## src/rtl/tick_pwm_generator.sv

```systemverilog
// Tick-driven PWM generator with double-buffered period/duty updates.
// Consumes a one-cycle time-base strobe; all outputs are registered.
module tick_pwm_generator #(
    parameter int p_WIDTH = 8
) (
    input  logic               i_CLK,
    input  logic               i_RESET_N,
    input  logic               i_ENABLE,
    input  logic               i_TICK,
    input  logic               i_LOAD,
    input  logic [p_WIDTH-1:0] i_PERIOD,
    input  logic [p_WIDTH-1:0] i_DUTY,
    output logic               o_PWM,
    output logic               o_PERIOD_DONE,
    output logic               o_LOAD_PENDING
);

    typedef enum logic {
        IDLE = 1'b0,
        RUN  = 1'b1
    } state_t;

    state_t             r_State;
    logic [p_WIDTH-1:0] r_Period;
    logic [p_WIDTH-1:0] r_Duty;
    logic [p_WIDTH-1:0] r_PendPeriod;
    logic [p_WIDTH-1:0] r_PendDuty;
    logic [p_WIDTH-1:0] r_Count;
    logic               r_Pend;
    logic               r_Pwm;
    logic               r_Done;

    logic w_Step;
    logic w_Wrap;

    // >= lets a period shrunk below the current count wrap on the next tick
    always_comb begin
        w_Step = (r_State == RUN) && i_ENABLE && i_TICK;
        w_Wrap = w_Step && (r_Count >= r_Period);
    end

    always_ff @(posedge i_CLK) begin
        if (!i_RESET_N) begin
            r_State      <= IDLE;
            r_Period     <= '0;
            r_Duty       <= '0;
            r_PendPeriod <= '0;
            r_PendDuty   <= '0;
            r_Count      <= '0;
            r_Pend       <= 1'b0;
            r_Pwm        <= 1'b0;
            r_Done       <= 1'b0;
        end else begin
            r_Done <= w_Wrap;
            r_Pwm  <= (r_State == RUN) && (r_Count < r_Duty);
            case (r_State)
                IDLE: begin
                    r_Count <= '0;
                    if (i_LOAD) begin
                        r_Period <= i_PERIOD;
                        r_Duty   <= i_DUTY;
                        r_Pend   <= 1'b0;
                    end
                    if (i_ENABLE) begin
                        r_State <= RUN;
                    end
                end
                RUN: begin
                    if (!i_ENABLE) begin
                        r_State <= IDLE;
                        r_Count <= '0;
                    end else if (w_Wrap) begin
                        r_Count <= '0;
                    end else if (w_Step) begin
                        r_Count <= r_Count + p_WIDTH'(1);
                    end
                    // a load on the wrap tick bypasses the pending buffer
                    if (w_Wrap && i_LOAD) begin
                        r_Period <= i_PERIOD;
                        r_Duty   <= i_DUTY;
                        r_Pend   <= 1'b0;
                    end else if (w_Wrap && r_Pend) begin
                        r_Period <= r_PendPeriod;
                        r_Duty   <= r_PendDuty;
                        r_Pend   <= 1'b0;
                    end else if (i_LOAD) begin
                        r_PendPeriod <= i_PERIOD;
                        r_PendDuty   <= i_DUTY;
                        r_Pend       <= 1'b1;
                    end
                end
                default: begin
                    r_State <= IDLE;
                end
            endcase
        end
    end

    assign o_PWM          = r_Pwm;
    assign o_PERIOD_DONE  = r_Done;
    assign o_LOAD_PENDING = r_Pend;

endmodule
```

## config.mk

```make
export PLATFORM = sky130hd
export DESIGN_NAME = tick_pwm_generator
export DESIGN_NICKNAME = d
export VERILOG_FILES = /design/src/rtl/tick_pwm_generator.sv
export SDC_FILE = /design/constraint.sdc
export NUM_CORES = 1
export LEC_CHECK = 0
export ABC_AREA = 1
export CAP_MARGIN = 25
export CORE_MARGIN = 1
export CORE_UTILIZATION = 50
export CTS_CLUSTER_DIAMETER = 200
export DETAILED_ROUTE_END_ITERATION = 16
export PLACE_DENSITY = 0.76
export SLEW_MARGIN = 30
export SYNTH_ARGS = -nofsm -noshare
export SYNTH_HDL_FRONTEND = slang
export SYNTH_SLANG_ARGS = --single-unit
```

## constraint.sdc

```tcl
create_clock -name i_CLK -period 1.9 [get_ports i_CLK]
set_input_delay 0.38 -clock i_CLK [delete_from_list [all_inputs] [get_ports i_CLK]]
set_output_delay 0.38 -clock i_CLK [all_outputs]
set_load 0.02 [all_outputs]
```

---- Yosys cells after proc, flatten, opt, wreduce, memory -nomap -nowiden ----
Index checks and enable logic that the tools add are counted.
storage, ports and cells
  bits in registers ....................... 44
  latch bits .............................. 0
  bits in writable memories ............... 0
  memory bits (read-only) ................. 0
  output and inout bits ................... 3
  memories ................................ 0
operators by class
  add/subtract/negate cells ............... 1
  $mul .................................... 0
  div/mod/pow operators ................... 0
  $lt $le $gt $ge ......................... 2
  eq/ne operators ......................... 4
  shift-type cells ........................ 0
  multiplexer cells ....................... 18
  bitwise logic cells ..................... 3
  reduce and logical (&&, ||, !) cells .... 9
operators by type and width
  operator                                       count
  2-to-1 mux 8 bit                               9
  case mux 8 bit (2 select lines)                3
  adder 8 x 1 -> 8 bit, second input constant    1
  greater-or-equal comparator 8 bit              1
  < comparator 8 bit                             1
  != test 4 x 2 -> 1 bit, second input constant  2
  logical AND 1 bit                              6
  2-to-1 mux 1 bit                               5
  AND reduction 2 bit                            2
  AND reduction 4 bit                            1
  != test 3 x 1 -> 1 bit, second input constant  1
  NOT 1 bit                                      3
  != test 2 bit, second input constant           1
  case mux 1 bit (2 select lines)                1

---- Logic depth before layout (Yosys ltp) ----
Gate-level depths: netlist (run 1).
  depth after elaboration ................. 7
  mapped depth ............................ 16

---- Worst setup path after synthesis (run 1) ----
Ideal clock, no wire load.
  path kind ............................... register to register
  start ................................... reg r_Period[7]
  end ..................................... reg r_Duty[4]
  setup time .............................. 0.113 ns
  data arrival time ....................... 1.600 ns
  setup slack ............................. 0.188 ns
  stages on the path, launching flop included .. 13
  clock period less this slack ............ 1.712 ns
  cells stage by stage .................... dfxtp_1 -> inv_1 -> ha_1 -> a21o_1 -> nor2_2 -> nand3_4 -> nand3_4 -> nand2_4 -> nand3_4 -> clkinv_4 -> buf_6 -> nand2_1 -> nand2_1
on the way
  longest elaborated chain between the ends .. 5
  elaborated cells on any way between the ends .. 8
  those cells by class .................... order compare (1); eq/ne (1); mux (2); reduce/logical (4)
RTL lines
  element                                                                 line    text
  start, declared                                                         24      logic [p_WIDTH-1:0] r_Period;
  start signal, assigned                                                  60      r_Period <= i_PERIOD;
  start signal, assigned                                                  79      r_Period <= i_PERIOD;
  start signal, assigned                                                  83      r_Period <= r_PendPeriod;
  greater-or-equal comparator 8 bit (*)                                   39      w_Wrap = w_Step && (r_Count >= r_Period);
  logical AND 1 bit (*)                                                   39
  logical AND 1 bit, on equally long branches                             78, 82
  2-to-1 mux 8 bit or != test 3 x 1 -> 1 bit (tied branches)              n/a
  case mux 8 bit (2 select lines) or AND reduction 2 bit (tied branches)  n/a
  end signal, assigned                                                    61      r_Duty <= i_DUTY;
  end signal, assigned                                                    80      r_Duty <= i_DUTY;
  end signal, assigned                                                    84      r_Duty <= r_PendDuty;
  end, declared                                                           25      logic [p_WIDTH-1:0] r_Duty;
Mark *: on every way between the ends. The rest lies on a longest branch, timed or not.
A chain may end at the register's enable or synchronous reset.

---- Worst setup path after layout (run 1) ----
  start ................................... reg r_Count[5]
  end ..................................... reg r_Count[2]
on the way
  longest elaborated chain between the ends .. 5
  elaborated cells on any way between the ends .. 6
  those cells by class .................... order compare (1); eq/ne (1); mux (3); reduce/logical (1)
RTL lines
  element                                line  text
  start, declared                        28    logic [p_WIDTH-1:0] r_Count;
  start signal, assigned                 75    r_Count <= r_Count + p_WIDTH'(1);
  greater-or-equal comparator 8 bit (*)  39
  logical AND 1 bit (*)                  39
  2-to-1 mux 8 bit                       72    end else if (w_Wrap) begin
  2-to-1 mux 8 bit                       69    if (!i_ENABLE) begin
  case mux 8 bit (2 select lines)        56    case (r_State)
Marked as above.

==> results of run 1 <==
layout by cell type (no fill, tap or decap):
cell / count
nand2_1: 83
nor2_1: 38
nand3_1: 36
dfxtp_1: 35
clkdlybuf4s50_1: 23
inv_1: 19
o21ai_0: 18
a21oi_1: 14
buf_4: 13
inv_2: 10
nand2_2: 9
ha_1: 9
dfxtp_2: 9
ha_4: 7
clkbuf_8: 5
nand2_4: 4
nand3_4: 4
nand2_8: 3
o21ai_1: 3
xor2_1: 3
nor2_4: 2
nor2_2: 2
or2_2: 2
buf_12: 2
a21o_1: 1
nand4_4: 1
inv_8: 1
clkinv_8: 1
and3_1: 1
nand4_1: 1
o2111ai_1: 1
a211oi_2: 1
clkinv_2: 1
clkinvlp_4: 1
inv_6: 1
state kept, by name (all words and copies together), names as in the netlist:
name	cells
o_LOAD_PENDING	1
o_PERIOD_DONE	1
o_PWM	1
r_Count	8
r_Duty	8
r_PendDuty	8
r_PendPeriod	8
r_Period	8
r_State	1
path summary, 6_finish.rpt:
kind / slack [ns] / cells past startpoint / start / endpoint
max: -0.04 / 10 / r_Count[5] / r_Count[2]
min: 0.47 / 2 / r_Duty[6] / r_Duty[6]
max reg2reg: -0.04 / 10 / r_Count[5] / r_Count[2]
min reg2reg: 0.47 / 2 / r_Duty[6] / r_Duty[6]
per-stage QoR:
stage / total power, mW / hold WS [ns] / utilization (%) / TNS (ns) / cell area, um2
after floorplan: 1.23 / 0.447 / - / 0 / 2370
after global placement: 1.32 / 0.462 / 60.5 / 0 / 2690
after detailed placement: 1.33 / 0.463 / 60.5 / 0 / 2690
after CTS: 1.88 / 0.475 / 62.3 / 0 / 2770
after global routing: 2.04 / 0.492 / 67.9 / -1.17 / 3020
final: 1.95 / 0.474 / 67.9 / -0.0382 / 3020
cell type report:
cell class | instances | area (um2) | share of cell area [%]
Clock buffer | 5 | 68.8 | 2.28
Inverter | 31 | 136 | 4.52
Timing Repair inverter | 1 | 8.76 | 0.290
Clock inverter | 2 | 12.5 | 0.415
Tap cell | 52 | 65.1 | 2.16
Sequential cell | 44 | 892 | 29.6
Timing Repair Buffer | 38 | 368 | 12.2
Multi-Input combinational cell | 243 | 1470 | 48.6
routing by layer:
layer / global-route usage [%] / routed length (um) / vias up
met5: 0 / 0 / -
met4: 7.33 / 93 / 0
met3: 3.42 / 240 / 9
met2: 36.8 / 2990 / 60
met1: 27.6 / 2450 / 1006
li1: - / - / 1127
what timing repair did:
item                       4_1_cts  5_1_grt
gates resized for setup          0       49
setup endpoints to repair        0       37
setup buffers                    0        3
power by group through the flow:
stage	sequential [mW]	combinational, mW	clock, mW
6_report	0.996	0.388	0.568
5_1_grt	1.00	0.426	0.614
4_1_cts	0.991	0.319	0.570
3_5_place_dp	1.01	0.315	0
3_3_place_gp	1.01	0.308	0
2_1_floorplan	1.01	0.218	0
worst reg2reg max path: stages, from the launching register on:
cell and delay (ns):
dfxtp_1 0.39, ha_4 0.23, a21oi_1 0.16, nor2_1 0.07, nor2_2 0.16, nand3_4 0.14
buf_4 0.18, nor2_4 0.18, buf_4 0.15, nand2_1 0.06, a21oi_1 0.14
logic make-up (layout without fill, tap and decap cells):
logic type,count (synthesis),after routing
buffers and inverters,43,77
adder cells (fa/ha/maj),16,16
AO/OA/AOI/OAI,38,38
AND/OR/NAND/NOR,185,186
flip-flops,44,44
XOR/XNOR,3,3
==> reports/summary.log, run 1 <==
INFO  outcome        run_status=finished with violations
INFO  outcome        failed_checks=setup timing
INFO  setup_path     critPathCaptureType=flop
INFO  final_layout   filler_cell_count=373
INFO  setup_path     cell_breakdown_of_the_critical_path=ha_4 > a21oi_1 > nor2_1 > nor2_2 > nand3_4 > buf_4 > nor2_4 > buf_4 > nand2_1 > a21oi_1
INFO  timing         worst_clock_skew=0.00621ns
INFO  timing         finalCriticalPeriod=1.94ns
INFO  power          seq_power_share=51.0%
INFO  yosys          synth_warnings=0
INFO  power          power.density_cell_area=647nW/um2
INFO  power          netSwitchingFraction=29.1%
INFO  yosys          synth.mux.area_fraction=0%
INFO  placed_design  port_bufs=23
INFO  timing         finalSetupViolations=1
INFO  yosys          synth_compound_area_share=8.39%
INFO  setup_path     crit_family=simple AND/OR/NAND/NOR gates
INFO  placed_design  gpl.final_weighted_congestion=0.790
INFO  yosys          synth.top_cell.area_share=37.1%
INFO  floorplan      die_x=70.9um
INFO  power          leakage=1.32nW
INFO  yosys          yosys.area.top_type=dfxtp_1
INFO  floorplan      total_core_area=4440um2
INFO  clocking       clock-root-buffer=clkbuf_8
INFO  timing         final.setup.worst_slack=-0.0382ns
INFO  timing         grt_setup_unrepaired=yes
INFO  setup_path     worstPathRequired=2.12ns
INFO  placed_design  place_inst=404
INFO  setup_path     worst-path-max-fanout=7
INFO  timing         max_slew.worst_pin.slew=0.294ns
INFO  setup_path     setup.worst_path.start_class=flop
INFO  drt            post-route-drc-count=0
INFO  setup_path     crit_path_max_incr_delay=0.39ns
INFO  yosys          yosysSeqAreaShare=37.1%
INFO  timing         achievable_clock_frequency=516MHz
INFO  drt            detail_route.iter0.violations=149
INFO  setup_path     worstPathArrival=2.16ns
INFO  setup_path     path_buf_inv=2
INFO  yosys          synthArstFlopShare=0%
INFO  floorplan      die_height=70.9um
INFO  placed_design  post-place-ws=0.0387ns
INFO  grt            wire_length_of_the_first_global_routing_pass=8600um
INFO  final_layout   drive_above_1_share=21.7%
INFO  clocking       insertion_delay=0.30ns
INFO  drt            avgRoutedWirePerCell=13.9um
INFO  drt            total_wirelength=5770um
INFO  power          net-switching-power=0.569mW
INFO  grt            gr_overflow_total=0
INFO  yosys          synth_cell_types=30
INFO  yosys          synth_area_leaders=dfxtp_1 37%, nand2_1 15%, ha_1 8.4%
INFO  floorplan      initial_utilization=53.4%
INFO  yosys          synth.most_common_cell=nand2_1
INFO  final_layout   finalNonFillerCells=416
INFO  power          combinational_power_share=19.9%
INFO  yosys          yosys.area_share.adder=8.44%
INFO  drt            antenna_left=0
INFO  clocking       htree_num_levels=2
INFO  yosys          ys.flop_type=dfxtp_1
INFO  clocking       cts.clk_slew.worst_paths=0.09ns
INFO  timing         slew_headroom=80.4%
INFO  clocking       number_of_hold_buffers_added_after_cts=0
INFO  setup_path     timing_worst_setup_path_type=reg2reg
INFO  grt            grt_start_max_net_pins=31
INFO  timing         finalHoldViolations=0
INFO  yosys          synth_cells=329
INFO  timing         fin_crit_sh=102%
INFO  floorplan      rows=24
INFO  timing         finalMaxSlewViolations=0
INFO  power          maximum_vdd_drop=597uV
INFO  power          pwr-share-clk=29.1%
INFO  clocking       cts_tree=built
INFO  yosys          synth-xor-area-share=1.11%
INFO  floorplan      boundaryPins=24
INFO  grt            antenna_found_initial=0
INFO  yosys          syn_area=2370um2
INFO  flow_run       maxCapViolations=0
INFO  final_layout   finalNetCount=401
INFO  yosys          combinational_family_with_the_most_area_after_synthesis=simple AND/OR/NAND/NOR gates
INFO  drt            via_per_inst=5.29
INFO  yosys          synth_common_cells=93 x nand2_1, 44 x dfxtp_1, 38 x nor2_1, 36 x nand3_1, 28 x inv_1
INFO  hold_path      hold_path.class=reg2reg
INFO  yosys          post_synth_edffs=0
INFO  yosys          synthSimpleGateAreaFrac=36.3%
INFO  grt            first_global_vias=1,957
INFO  clocking       tritoncts.num_buffers=5
INFO  clocking       clock_sinks=44
INFO  clocking       clock_path_buffers=2
INFO  floorplan      die_area=5020um2
INFO  power          p_int=1.38mW
INFO  yosys          postSynthRegisterBits=44
INFO  drt            routed-via-count=2,202
INFO  yosys          synthesized_area_per_cell=7.21um2
INFO  final_layout   syn_to_final_growth=27.2%
INFO  grt            globalRouteTotalUtil=21.5%
INFO  drt            drt_pre_antenna_iters=6
INFO  placed_design  detailedPlacementHpwl=3620um
INFO  setup_path     timing.critical_path.slowest_stage_cell=dfxtp_1
INFO  final_layout   antenna-diode-count=0
INFO  yosys          syn-num-nets=366
Note: power is estimated with default switching activity, not from simulation.
==> inputs of run 2 (changes only) <==
- DONT_BUFFER_PORTS: default -> 1
- PLACE_DENSITY: 0.76 -> 0.7
- SETUP_SLACK_MARGIN: default -> 0.3
- clock period: 1.9 -> 2.3 ns (I/O delays scaled with it)
==> reports/summary.log, run 2 (synthesized netlist as in run 1, its figures left out) <==
INFO  outcome        run_status=completed
INFO  timing         finalSetupViolations=0 [-1]
INFO  placed_design  port_bufs=0 [-100%]
INFO  setup_path     worstPathArrival=2.02ns [-0.14 ns]
INFO  final_layout   finalNetCount=366 [-8.7%]
INFO  floorplan      die_height=70.9um [unchanged]
INFO  drt            drt_pre_antenna_iters=4 [-2]
INFO  timing         slew_headroom=76.7% [-3.6 points]
INFO  clocking       insertion_delay=0.29ns [about the same]
INFO  clocking       cts.clk_slew.worst_paths=0.08ns [about the same]
INFO  grt            gr_overflow_total=0 [unchanged]
INFO  setup_path     critPathCaptureType=flop
INFO  power          power.density_cell_area=626nW/um2 [-3.2%]
INFO  setup_path     worst_reg_to_reg_setup_slack=0.46ns [+0.50 ns]
INFO  placed_design  placedInstanceArea=2370um2 [-12%]
INFO  drt            detail_route.iter0.violations=181 [+21%]
INFO  timing         fin_crit_sh=79.8% [-22 points]
INFO  timing         final.setup.tns=0ns [+0.0382 ns]
INFO  floorplan      die_area=5020um2 [unchanged]
INFO  setup_path     path_buf_inv=2 [unchanged]
INFO  drt            avgRoutedWirePerCell=12.5um [-9.6%]
INFO  setup_path     worstPathRequired=2.49ns [+0.37 ns]
INFO  floorplan      die_x=70.9um [unchanged]
INFO  setup_path     worst-path-max-fanout=9 [+2]
INFO  setup_path     crit_path_max_incr_delay=0.35ns [-0.04 ns]
INFO  final_layout   syn_to_final_growth=6.54%
INFO  final_layout   drive_above_1_share=9.76% [-12 points]
INFO  clocking       clock-root-buffer=clkbuf_8
INFO  floorplan      total_core_area=4440um2 [unchanged]
INFO  placed_design  gpl.final_weighted_congestion=0.834 [+5.6%]
INFO  hold_path      hold_path.startpoint=i_ENABLE
INFO  final_layout   final_cell_mix=93 x nand2_1, 42 x dfxtp_1, 38 x nor2_1, 36 x nand3_1, 28 x inv_1
INFO  setup_path     cell_breakdown_of_the_critical_path=inv_1 > ha_1 > nand2_2 > nor2_4 > nand4_2 > nand3_4 > nand3_4 > buf_4 > nand3_1 > nand2_1 > nand2_1 > nand2_1
INFO  placed_design  detailedPlacementHpwl=3480um [-3.8%]
INFO  timing         worst_clock_skew=0.00440ns [-0.00181 ns]
INFO  final_layout   postLayoutCellArea=2530um2 [-16%]
INFO  hold_path      holdPathStages=2 [unchanged]
INFO  setup_path     critical_path.reg2reg.startpoint=r_Period[6]
INFO  setup_path     reg2reg_to=r_Duty[2]
INFO  drt            total_wirelength=4760um [-17%]
INFO  setup_path     timing_worst_setup_path_type=reg2reg
INFO  drt            routed-via-count=1,968 [-11%]
INFO  final_layout   antenna-diode-count=0 [unchanged]
INFO  grt            grt_start_max_net_pins=40 [+29%]
INFO  final_layout   layout.cells.most_common=nand2_1
INFO  clocking       clock_path_buffers=2 [unchanged]
INFO  grt            first_global_vias=1,825 [-6.7%]
INFO  grt            globalRouteTotalUtil=20.9% [-0.56 points]
INFO  clocking       tritoncts.num_buffers=5 [unchanged]
INFO  drt            via_per_inst=5.18 [-2.2%]
INFO  clocking       cts_tree=built
INFO  timing         grt_setup_unrepaired=no
INFO  timing         max_slew.worst_pin.slew=0.349ns [+0.0547 ns]
INFO  setup_path     setup.worst_path.start_class=flop
INFO  power          finalPower=1.58mW [-19%]
INFO  grt            wire_length_of_the_first_global_routing_pass=8340um [-3.1%]
INFO  timing         finalHoldViolations=0 [unchanged]
INFO  hold_path      timing.hold.worst_endpoint=r_State
INFO  final_layout   post-route-util=56.9% [-11 points]
INFO  hold_path      hold_path.class=in2reg
INFO  drt            post-route-drc-count=0 [unchanged]
INFO  setup_path     critPathMostFrequentCell=nand2_1
INFO  clocking       number_of_hold_buffers_added_after_cts=0 [unchanged]
INFO  floorplan      rows=24 [unchanged]
INFO  floorplan      boundaryPins=24 [unchanged]
INFO  drt            antenna_left=0 [unchanged]
INFO  flow_run       maxCapViolations=0 [unchanged]
INFO  clocking       htree_num_levels=2 [unchanged]
INFO  power          maximum_vdd_drop=373uV [-37%]
INFO  setup_path     timing.critical_path.slowest_stage_cell=dfxtp_1
INFO  timing         finalMaxSlewViolations=0 [unchanged]
INFO  clocking       clock_sinks=44 [unchanged]
INFO  timing         achievable_clock_frequency=545MHz [+5.6%]
INFO  setup_path     crit_family=simple AND/OR/NAND/NOR gates
INFO  setup_path     timing.reg2reg.worst_path_depth=12 [+2]
INFO  power          leakage=1.15nW [-13%]
INFO  grt            antenna_found_initial=0 [unchanged]
INFO  timing         finalCriticalPeriod=1.84ns [-0.102 ns]
INFO  floorplan      initial_utilization=53.4% [unchanged]
[run 2: cell types whose count changed in the layout (fill, tap and decap cells not counted), sizes merged]
| cell | previous run | this run |
|---|---|---|
| buf | 15 | 5 |
| nand2 | 99 | 98 |
| clkdlybuf4s50 | 23 | 0 |
| bufinv | 0 | 1 |
| clkinvlp | 1 | 0 |
| inv | 31 | 29 |
[run 2: timing repair]
action / 4_1_cts / 5_1_grt
buffers inserted: 0 / 3
endpoints found under the setup margin: 0 / 36
gates resized for setup: 0 / 8
[run 2: cell type report]
type,instances,area (um2)
clock buffers,5,68.8
clock inverters,1,30.0
fillers,454,1920
inverters,31,134
multi-input cells,242,1310
flip-flops and latches,44,883
well taps,52,65.1
repair buffers,5,37.5
[run 2: worst max path at each step]
stage,slack (ns),cells after the start,endpoint,start
after floorplan,0.59,12,r_Duty[4],r_Period[7]
after global placement,0.45,11,r_Duty[4],r_Period[7]
after detailed placement,0.40,13,r_Duty[2],r_Count[2]
after CTS,0.39,10,r_Count[5],r_Count[2]
after global routing,0.29,12,r_Duty[0],r_Period[5]
final,0.46,12,r_Duty[2],r_Period[6]
[run 2: per-layer routing]
layer | up-vias | global-route usage [%] | wire (um)
met1 | 879 | 27.4 | 2320
met2 | 28 | 35.1 | 2240
li1 | 1055 | - | -
met3 | 6 | 3.70 | 147
met4 | 0 | 6.67 | 53
met5 | - | 0 | 0
[run 2: worst reg2reg max path, stage by stage, from the launching register on]
cell,delay (ns)
dfxtp_1,0.35
inv_1,0.07
ha_1,0.29
nand2_2,0.07
nor2_4,0.12
nand4_2,0.10
nand3_4,0.16
nand3_4,0.17
buf_4,0.20
nand3_1,0.07
nand2_1,0.05
nand2_1,0.06
nand2_1,0.04
[run 2: power breakdown]
group / leakage [nW] / switching, mW / total [mW] / internal, mW
clock network: 0.0501 / 0.249 / 0.561 / 0.312
logic: 0.736 / 0.126 / 0.199 / 0.0737
registers: 0.361 / 0.0233 / 0.822 / 0.799
total: 1.15 / 0.398 / 1.58 / 1.18
[run 2: through the flow]
stage | hold WS (ns) | setup WS (ns) | instances
finish | 0.267 | 0.464 | 380
CTS | 0.263 | 0.387 | 377
floorplan | 0.447 | 0.588 | 329
detailed placement | 0.463 | 0.403 | 371
global placement | 0.462 | 0.447 | 371
global route | 0.279 | 0.293 | 380
==> inputs of run 3 (changes only) <==
- clock period: 2.3 -> 1.75 ns (I/O delays scaled with it)
==> reports/summary.log, run 3 (synthesized netlist as in run 1, its figures left out) <==
INFO  outcome        run_status=finished with violations
INFO  outcome        failed_checks=DRC, setup timing
INFO  clocking       clock_sinks=44 [unchanged]
INFO  placed_design  detailedPlacementHpwl=3750um [+7.8%]
INFO  setup_path     timing_worst_setup_path_type=reg2reg
INFO  clocking       insertion_delay=0.29ns [about the same]
INFO  floorplan      rows=24 [unchanged]
INFO  final_layout   drive_above_1_share=30.5% [+21 points]
INFO  timing         grt_setup_unrepaired=yes
INFO  clocking       clock-root-buffer=clkbuf_8
INFO  hold_path      holdPathStages=2 [unchanged]
INFO  setup_path     worst-path-max-fanout=7 [-2]
INFO  grt            met2_usage=38.9% [+3.7 points]
INFO  floorplan      die_height=70.9um [unchanged]
INFO  drt            total_wirelength=5330um [+12%]
INFO  floorplan      total_core_area=4440um2 [unchanged]
INFO  timing         finalSetupViolations=13 [+13]
INFO  setup_path     crit_cells=12 [unchanged]
INFO  clocking       clock_path_buffers=2 [unchanged]
INFO  floorplan      boundaryPins=24 [unchanged]
INFO  grt            first_global_vias=2,036 [+12%]
INFO  flow_run       maxCapViolations=0 [unchanged]
INFO  timing         achievable_clock_frequency=561MHz [+3.1%]
INFO  clocking       cts.clk_slew.worst_paths=0.08ns [about the same]
INFO  drt            avgRoutedWirePerCell=13.7um [+9.1%]
INFO  timing         finalCriticalPeriod=1.78ns [-0.0546 ns]
INFO  floorplan      initial_utilization=53.4% [unchanged]
INFO  setup_path     setup.worst_path.start_class=flop
INFO  grt            gr-usage-met1=29.8% [+2.4 points]
INFO  final_layout   final_cell_mix=79 x nand2_1, 33 x nand3_1, 31 x dfxtp_1, 25 x nor2_1, 22 x inv_1
INFO  grt            gr_overflow_total=0 [unchanged]
INFO  timing         finalMaxSlewViolations=0 [unchanged]
INFO  setup_path     timing.critical_path.slowest_stage_cell=dfxtp_2
INFO  setup_path     path_buf_inv=2 [unchanged]
INFO  drt            post-route-drc-count=2 [+2]
INFO  final_layout   antenna-diode-count=0 [unchanged]
INFO  timing         slew_headroom=75.8% [-0.94 points]
INFO  power          power.density_cell_area=735nW/um2 [+17%]
INFO  drt            drt_pre_antenna_iters=10 [+6]
INFO  setup_path     crit_family=simple AND/OR/NAND/NOR gates
INFO  final_layout   finalNetCount=376 [+2.7%]
INFO  timing         final.setup.worst_slack=-0.0314ns [-0.495 ns]
INFO  placed_design  port_bufs=0 [unchanged]
INFO  timing         whs=0.157ns [-0.109 ns]
INFO  setup_path     crit_path_max_incr_delay=0.35ns [about the same]
INFO  drt            via_per_inst=5.35 [+3.3%]
INFO  setup_path     worstPathArrival=2.03ns [about the same]
INFO  final_layout   layout.cells.most_common=nand2_1
INFO  setup_path     critPathCaptureType=flop
INFO  placed_design  post-place-ws=-0.0996ns [-0.502 ns]
INFO  grt            met3_track_demand_over_resource_in_global_routing=5.27% [+1.6 points]
INFO  hold_path      hold_path.class=in2reg
INFO  setup_path     cell_breakdown_of_the_critical_path=inv_2 > ha_4 > nand2_2 > nor2_4 > nand4_4 > nand3_4 > nand3_4 > nand2_4 > nand3_4 > clkinv_4 > nand2_1 > nand2_1
INFO  setup_path     critPathMostFrequentCell=nand3_4
INFO  grt            grt-busiest-layer=met2
INFO  floorplan      die_area=5020um2 [unchanged]
INFO  final_layout   syn_to_final_growth=21.2%
INFO  power          leakage=1.25nW [+9.0%]
INFO  grt            globalRouteTotalUtil=23.6% [+2.6 points]
INFO  drt            antenna_left=0 [unchanged]
INFO  drt            routed-via-count=2,087 [+6.0%]
INFO  power          maximum_vdd_drop=426uV [+14%]
INFO  clocking       htree_num_levels=2 [unchanged]
INFO  timing         finalHoldViolations=0 [unchanged]
INFO  grt            grt_start_max_net_pins=40 [unchanged]
INFO  drt            detail_route.iter0.violations=103 [-43%]
INFO  setup_path     worstPathRequired=1.99ns [-0.50 ns]
INFO  placed_design  gpl.final_weighted_congestion=0.800 [-4.0%]
INFO  timing         worst_clock_skew=0.00437ns [-0.0000299 ns]
INFO  timing         fin_crit_sh=102% [+22 points]
INFO  grt            wire_length_of_the_first_global_routing_pass=9250um [+11%]
INFO  setup_path     timing.reg2reg.worst_path_depth=12 [unchanged]
INFO  timing         max_slew.worst_pin.slew=0.363ns [+0.0141 ns]
INFO  clocking       tritoncts.num_buffers=5 [unchanged]
INFO  floorplan      die_x=70.9um [unchanged]
INFO  clocking       cts_tree=built
INFO  grt            antenna_found_initial=0 [unchanged]
## run 3: worst paths after layout
check | slack, ns | endpoint | startpoint
hold reg to reg | 0.47 | r_Period[3] | r_Period[3]
hold / removal | 0.16 | r_State | i_ENABLE
setup reg to reg | -0.03 | r_Duty[2] | r_Period[6]
setup / recovery | -0.03 | r_Duty[2] | r_Period[6]
## run 3: through the flow
stage	cells	cell area, um2	utilization, %	power [mW]	setup TNS, ns
detailed placement	381	2520	56.6	1.38	-2.32
global route	390	2880	64.7	2.21	-3.24
global placement	381	2520	56.6	1.37	-0.650
floorplan	329	2430	-	1.34	0
CTS	389	2770	62.3	2.10	-0.277
finish	390	2880	64.7	2.11	-0.275
## run 3: area by class of cell
cell class | count | area (um2)
multi-input cells | 242 | 1540
inverters | 31 | 141
repair buffers | 14 | 125
well taps | 52 | 65.1
flip-flops and latches | 44 | 900
fillers | 391 | 1570
repair inverters | 1 | 8.76
clock buffers | 6 | 93.8
## run 3: layer usage
metal  routed length, um  up-vias  part of all wire (%)
li1                    -     1070                     -
met2                2590       35                    48
met4                 107        0                   2.0
met3                 204       10                   3.8
met1                2430      972                    46
met5                   0        -                     0
## run 3: where the power goes
| group | internal (mW) | switching, mW |
|---|---|---|
| clock | 0.353 | 0.336 |
| combinational | 0.131 | 0.207 |
| sequential | 1.05 | 0.0357 |
| total | 1.53 | 0.579 |
## run 3: repair_timing
item	CTS	global route
gates cloned	1	0
hold buffers	0	0
endpoints found under the setup margin	42	42
pin swaps	11	6
resized for setup	39	24
setup buffers	1	1
